### config.mk
export PLATFORM = sky130hd
export DESIGN_NAME = rx_interrupt_moderator
export DESIGN_NICKNAME = d
export VERILOG_FILES = /design/src/rtl/rx_interrupt_moderator.sv
export SDC_FILE = /design/constraint.sdc
export NUM_CORES = 1
export LEC_CHECK = 0
export BUFFER_PORTS_ARGS = -buffer_cell sky130_fd_sc_hd__clkbuf_2
export CAP_MARGIN = 20
export CORE_MARGIN = 2
export CORE_UTILIZATION = 45
export CTS_BUF_LIST = sky130_fd_sc_hd__clkbuf_4 sky130_fd_sc_hd__clkbuf_8
export CTS_CLUSTER_DIAMETER = 30
export DETAILED_ROUTE_END_ITERATION = 8
export GPL_ROUTABILITY_DRIVEN = 0
export HOLD_SLACK_MARGIN = 0.15
export PLACE_DENSITY = 0.78
export SETUP_SLACK_MARGIN = 0.15
export SYNTH_ARGS = -nofsm -noshare
export SYNTH_HDL_FRONTEND = slang
export SYNTH_SLANG_ARGS = --single-unit
export TNS_END_PERCENT = 20
### constraint.sdc
create_clock -name clk -period 3.2 [get_ports clk]
set_clock_uncertainty 0.05 [all_clocks]
set_input_delay 0 -clock clk [delete_from_list [all_inputs] [get_ports clk]]
set_output_delay 0 -clock clk [all_outputs]
set_load 0.03 [all_outputs]
### src/rtl/rx_interrupt_moderator.sv
// Receive interrupt moderator: coalesces host-write activity into interrupt requests
// by packet count or elapsed time, then holds off until the driver catches up.
module rx_interrupt_moderator #(
  parameter int PTR_W     = 64,
  parameter int NUM_PAGES = 2,
  parameter int CNT_W     = 16,
  parameter int TMR_W     = 20
) (
  input  logic                 clk,
  input  logic                 reset_n,
  input  logic                 rx_activity,
  input  logic [PTR_W-1:0]     hw_pointer,
  input  logic [PTR_W-1:0]     sw_pointer,
  input  logic [NUM_PAGES-1:0] huge_page_status,
  input  logic                 irq_en,
  input  logic [CNT_W-1:0]     pkt_threshold,
  input  logic [TMR_W-1:0]     timeout,
  input  logic                 interrupt_ack,
  output logic                 send_interrupt,
  output logic [CNT_W-1:0]     pending_pkts,
  output logic [31:0]          irq_total
);

  typedef enum logic [2:0] {
    WAIT_PAGE = 3'd0,
    ARMED     = 3'd1,
    COALESCE  = 3'd2,
    FIRE      = 3'd3,
    HOLDOFF   = 3'd4
  } state_t;

  localparam logic [CNT_W-1:0] CNT_ONE = CNT_W'(1);
  localparam logic [TMR_W-1:0] TMR_ONE = TMR_W'(1);

  state_t             state_reg, state_next;
  logic [1:0]         act_pipe_reg;
  logic               act_d;
  logic [CNT_W-1:0]   pending_reg, pending_next, pending_inc, thr_eff;
  logic [TMR_W-1:0]   timer_reg, timer_next, timer_inc;
  logic [31:0]        irq_total_reg, irq_total_next;
  logic               send_reg, send_next;
  logic               ptr_match, fire_cond;

  // Activity is aligned with the host write completing two cycles later.
  assign act_d = act_pipe_reg[1];

  assign pending_inc = (act_d && (pending_reg != '1)) ? pending_reg + CNT_ONE : pending_reg;
  assign timer_inc   = (timer_reg != '1) ? timer_reg + TMR_ONE : timer_reg;
  assign thr_eff     = (pkt_threshold == '0) ? CNT_ONE : pkt_threshold;
  assign fire_cond   = (pending_inc >= thr_eff) || (timer_reg >= timeout);
  assign ptr_match   = (hw_pointer == sw_pointer);

  always_comb begin
    state_next     = state_reg;
    pending_next   = pending_reg;
    timer_next     = timer_reg;
    irq_total_next = irq_total_reg;
    send_next      = 1'b0;
    case (state_reg)
      WAIT_PAGE: begin
        if (|huge_page_status) state_next = ARMED;
      end
      ARMED: begin
        if (act_d) begin
          pending_next = CNT_ONE;
          timer_next   = '0;
          state_next   = COALESCE;
        end
      end
      COALESCE: begin
        pending_next = pending_inc;
        timer_next   = timer_inc;
        if (fire_cond && irq_en) begin
          state_next = FIRE;
          send_next  = 1'b1;
        end
      end
      FIRE: begin
        pending_next = pending_inc;
        if (interrupt_ack) begin
          irq_total_next = irq_total_reg + 32'd1;
          pending_next   = act_d ? CNT_ONE : '0;
          state_next     = HOLDOFF;
        end else if (!irq_en) begin
          // Withdrawn request: counter and timer stay so it re-fires promptly.
          state_next = COALESCE;
        end else begin
          send_next = 1'b1;
        end
      end
      HOLDOFF: begin
        pending_next = pending_inc;
        if (ptr_match) begin
          timer_next = '0;
          state_next = (pending_inc != '0) ? COALESCE : ARMED;
        end
      end
      default: state_next = WAIT_PAGE;
    endcase
  end

  always_ff @(posedge clk or negedge reset_n) begin
    if (!reset_n) begin
      state_reg     <= WAIT_PAGE;
      act_pipe_reg  <= '0;
      pending_reg   <= '0;
      timer_reg     <= '0;
      irq_total_reg <= '0;
      send_reg      <= 1'b0;
    end else begin
      state_reg     <= state_next;
      act_pipe_reg  <= {act_pipe_reg[0], rx_activity};
      pending_reg   <= pending_next;
      timer_reg     <= timer_next;
      irq_total_reg <= irq_total_next;
      send_reg      <= send_next;
    end
  end

  assign send_interrupt = send_reg;
  assign pending_pkts   = pending_reg;
  assign irq_total      = irq_total_reg;

endmodule

==> flow_summary.ini <==
[sta]
worstMarginPinSlew_ns = 0.939
setup_tns_ns = 0
fin_ws_ns = 0.234
worst_slew_margin_rel_pct = 37.4
rsz0062_at_grt = yes
slew_violations = 0
post-route-min-period_ns = 2.97
hold_violations = 0
post-route-period-util_pct = 92.7
fmaxAchievable_ghz = 0.337
finalSetupViolCount = 0

[synthesis]
synthCells = 643
syn_area_um2 = 5650
synth_async_sr_flop_share_pct = 100
yosysSeqAreaShare_pct = 32.8
synth.distinct_cells = 58
yosys_most_used_dff = dfrtp_1
synth_warnings = 0
synth_edf_count = 0
synth_seq_cells = 74
avgSynthCellArea_um2 = 8.79
syn_nets = 853

[route]
viasPerCell = 5.35
drt_iter0_markers = 318
drc = 0
dr_total_vias = 5694
finalWirelength_um = 17400
wl_per_cell_um = 16.3
ant_nets = 0
dr.pass1.iters = 4

[pwr]
switching_power_w = 0.00130
swShare_pct = 39.0
power_frac_seq_pct = 35.0
powerDensity_nw_per_um2 = 443
ir_worst_vdd_mv = 0.328
internal_power_w = 0.00204
total_power_w = 0.00334
leakagePower_nw = 3.92
p_comb_share_pct = 40.8
p_clk_share_pct = 24.2

[floorplanning]
row_count = 40
io_pins = 220
chipWidth_um = 116
core-area_um2 = 12200
start_util_pct = 46.5
dieHeight_um = 116
die_area_um2 = 13500

[critical_path]
r2r-end = state_reg[0]
startpoint = pending_pkts[1]
crit_required_ns = 3.38
critPathCaptureType = flip-flop
rr_startpoint = pending_pkts[1]
regToRegSetupSlack_ns = 0.23
rr_worst_depth = 11
endpoint = state_reg[0]
crit_fanout = 5
critical_path_class = flip-flop to flip-flop
cp-start-kind = flip-flop
arrival_ns = 3.15

[layout]
area_growth_pct = 33.1
nets = 1100
num-fill-cells = 1074
fin_cells = 1064
largest_reg_flops = 32
drive_gt1_share_pct = 34.8

[outcome]
status = completed

[clocking]
tritoncts = built
cts_max_path_buffers = 2
clk_pin_slew_worst_paths_ns = 0.07
clock_tree.root_cell = clkbuf_8
clk_latency_ns = 0.36
cts_buffers = 9
clock-sinks = 74
htree_num_levels = 3

[global_route]
grt_max_degree = 42
track_usage_pct = 25.1
grt-ovfl-total = 0
grt_pass1_wl_um = 26100
grt_pass1_vias = 5481
antenna_found_initial = 3

[placement]
dp_cells = 1026
hpwl_um = 13800
port_buffers = 219
pre_cts_ws_ns = 0.114

[min_path]
worstHoldPathType = primary input to flip-flop
worstHoldStart = rx_activity

[flow_run]
timing.max_cap.violations = 0
synth_stat cells, drive strengths merged (2+ instances only):
cell | instances | area [um^2]
or3 | 3 | 18.8
and3 | 9 | 56.3
or2 | 6 | 37.5
a22o | 9 | 78.8
o22a | 2 | 17.5
nand2 | 42 | 158
nor3b | 2 | 15.0
a41o | 2 | 20.0
nand3 | 31 | 155
mux2i | 3 | 30.0
o211ai | 2 | 15.0
nand2b | 9 | 56.3
nand4 | 21 | 168
nor4 | 31 | 200
buf | 14 | 68.8
nor3 | 10 | 50.1
and4 | 4 | 35.0
a31oi | 5 | 31.3
dfrtp | 74 | 1850
a21oi | 20 | 100
inv | 47 | 176
and4b | 2 | 20.0
o21ai | 38 | 190
nor2 | 48 | 180
xnor2 | 30 | 263
o21a | 2 | 15.0
o41ai | 7 | 80.1
a211oi | 3 | 22.5
xor2 | 75 | 657
clkbuf | 8 | 31.3
mux2 | 6 | 67.6
ha | 39 | 488
and2 | 5 | 31.3
a21o | 6 | 45.0
nor2b | 2 | 12.5
o31ai | 12 | 90.1
nand3b | 2 | 15.0
layout make-up:
class	instances	area, um^2	area share (%)
Multi-Input combinational cell	500	3640	48.4
Sequential cell	74	1870	24.9
Tap cell	168	210	2.79
Antenna cell	3	7.51	0.0997
Inverter	47	176	2.34
Clock buffer	11	145	1.93
Clock inverter	3	65.1	0.864
Timing Repair Buffer	258	1410	18.7
how the worst min path moves through the flow:
stage / to / slack, ns / cells past startpoint
CTS: act_pipe_reg[0] / 0.24 / 2
detailed placement: act_pipe_reg[0] / 0.06 / 1
global placement: act_pipe_reg[0] / 0.06 / 1
finish: act_pipe_reg[0] / 0.25 / 2
global route: act_pipe_reg[0] / 0.27 / 2
floorplan: act_pipe_reg[0] / -0.35 / 0
logic make-up after synthesis:
family	Yosys count	synth area share, %
AOI/OAI and AO/OA	117	13.9
muxes	9	1.73
and+or+nand+nor	230	21.9
DFF	74	32.8
buffers and inverters	69	4.89
xor gates and xnor gates	105	16.3
adders and majority gates	39	8.63
placed cells by master, fill, tap and decap left out, drive strengths merged, types with 31 or more instances in the layout:
| master | n |
|---|---|
| dfrtp | 74 |
| clkbuf | 229 |
| buf | 32 |
| o21ai | 38 |
| nand2 | 42 |
| inv | 47 |
| xor2 | 75 |
| ha | 39 |
| nor4 | 31 |
| nand3 | 31 |
| nor2 | 48 |
power by group through the flow:
stage | combinational, W | sequential [W] | clock [W]
after floorplan | 0.000804 | 0.00122 | 0
after global placement | 0.00130 | 0.00118 | 0
after detailed placement | 0.00132 | 0.00118 | 0
after CTS | 0.00135 | 0.00117 | 0.000826
after global routing | 0.00149 | 0.00119 | 0.000861
final | 0.00136 | 0.00117 | 0.000809
worst max-delay path, cell delays in order (launching register included):
cell and delay [ns]:
dfrtp_2 0.39, ha_4 0.16, nand3_4 0.12, o41ai_4 0.48, mux2_4 0.35, ha_1 0.29
a21o_1 0.17, a211o_1 0.29, a31oi_1 0.15, nand2_1 0.09, o31ai_2 0.19, o211ai_1 0.11
metal layers:
layer | GRT usage (%) | wire (um)
met1 | 27.8 | 6640
met5 | 0 | 0
met2 | 47.8 | 9220
met4 | 10.2 | 472
met3 | 3.58 | 1060
metrics by stage:
step / utilization (%) / cell area, um^2 / hold WS, ns
2_1_floorplan: - / 5730 / -0.346
3_3_place_gp: 58.0 / 7050 / 0.0630
3_5_place_dp: 58.0 / 7050 / 0.0631
4_1_cts: 60.5 / 7360 / 0.236
5_1_grt: 61.9 / 7530 / 0.268
6_report: 61.9 / 7530 / 0.249
repair_timing:
item | CTS | global route
hold buffers | 8 | 0
setup buffers | 1 | 12
pin swaps | 1 | 7
gates resized for setup | 2 | 14
endpoints found under the hold margin | 43 | 0
endpoints found under the setup margin | 2 | 2
No activity file was read; power rests on OpenSTA's default activity.
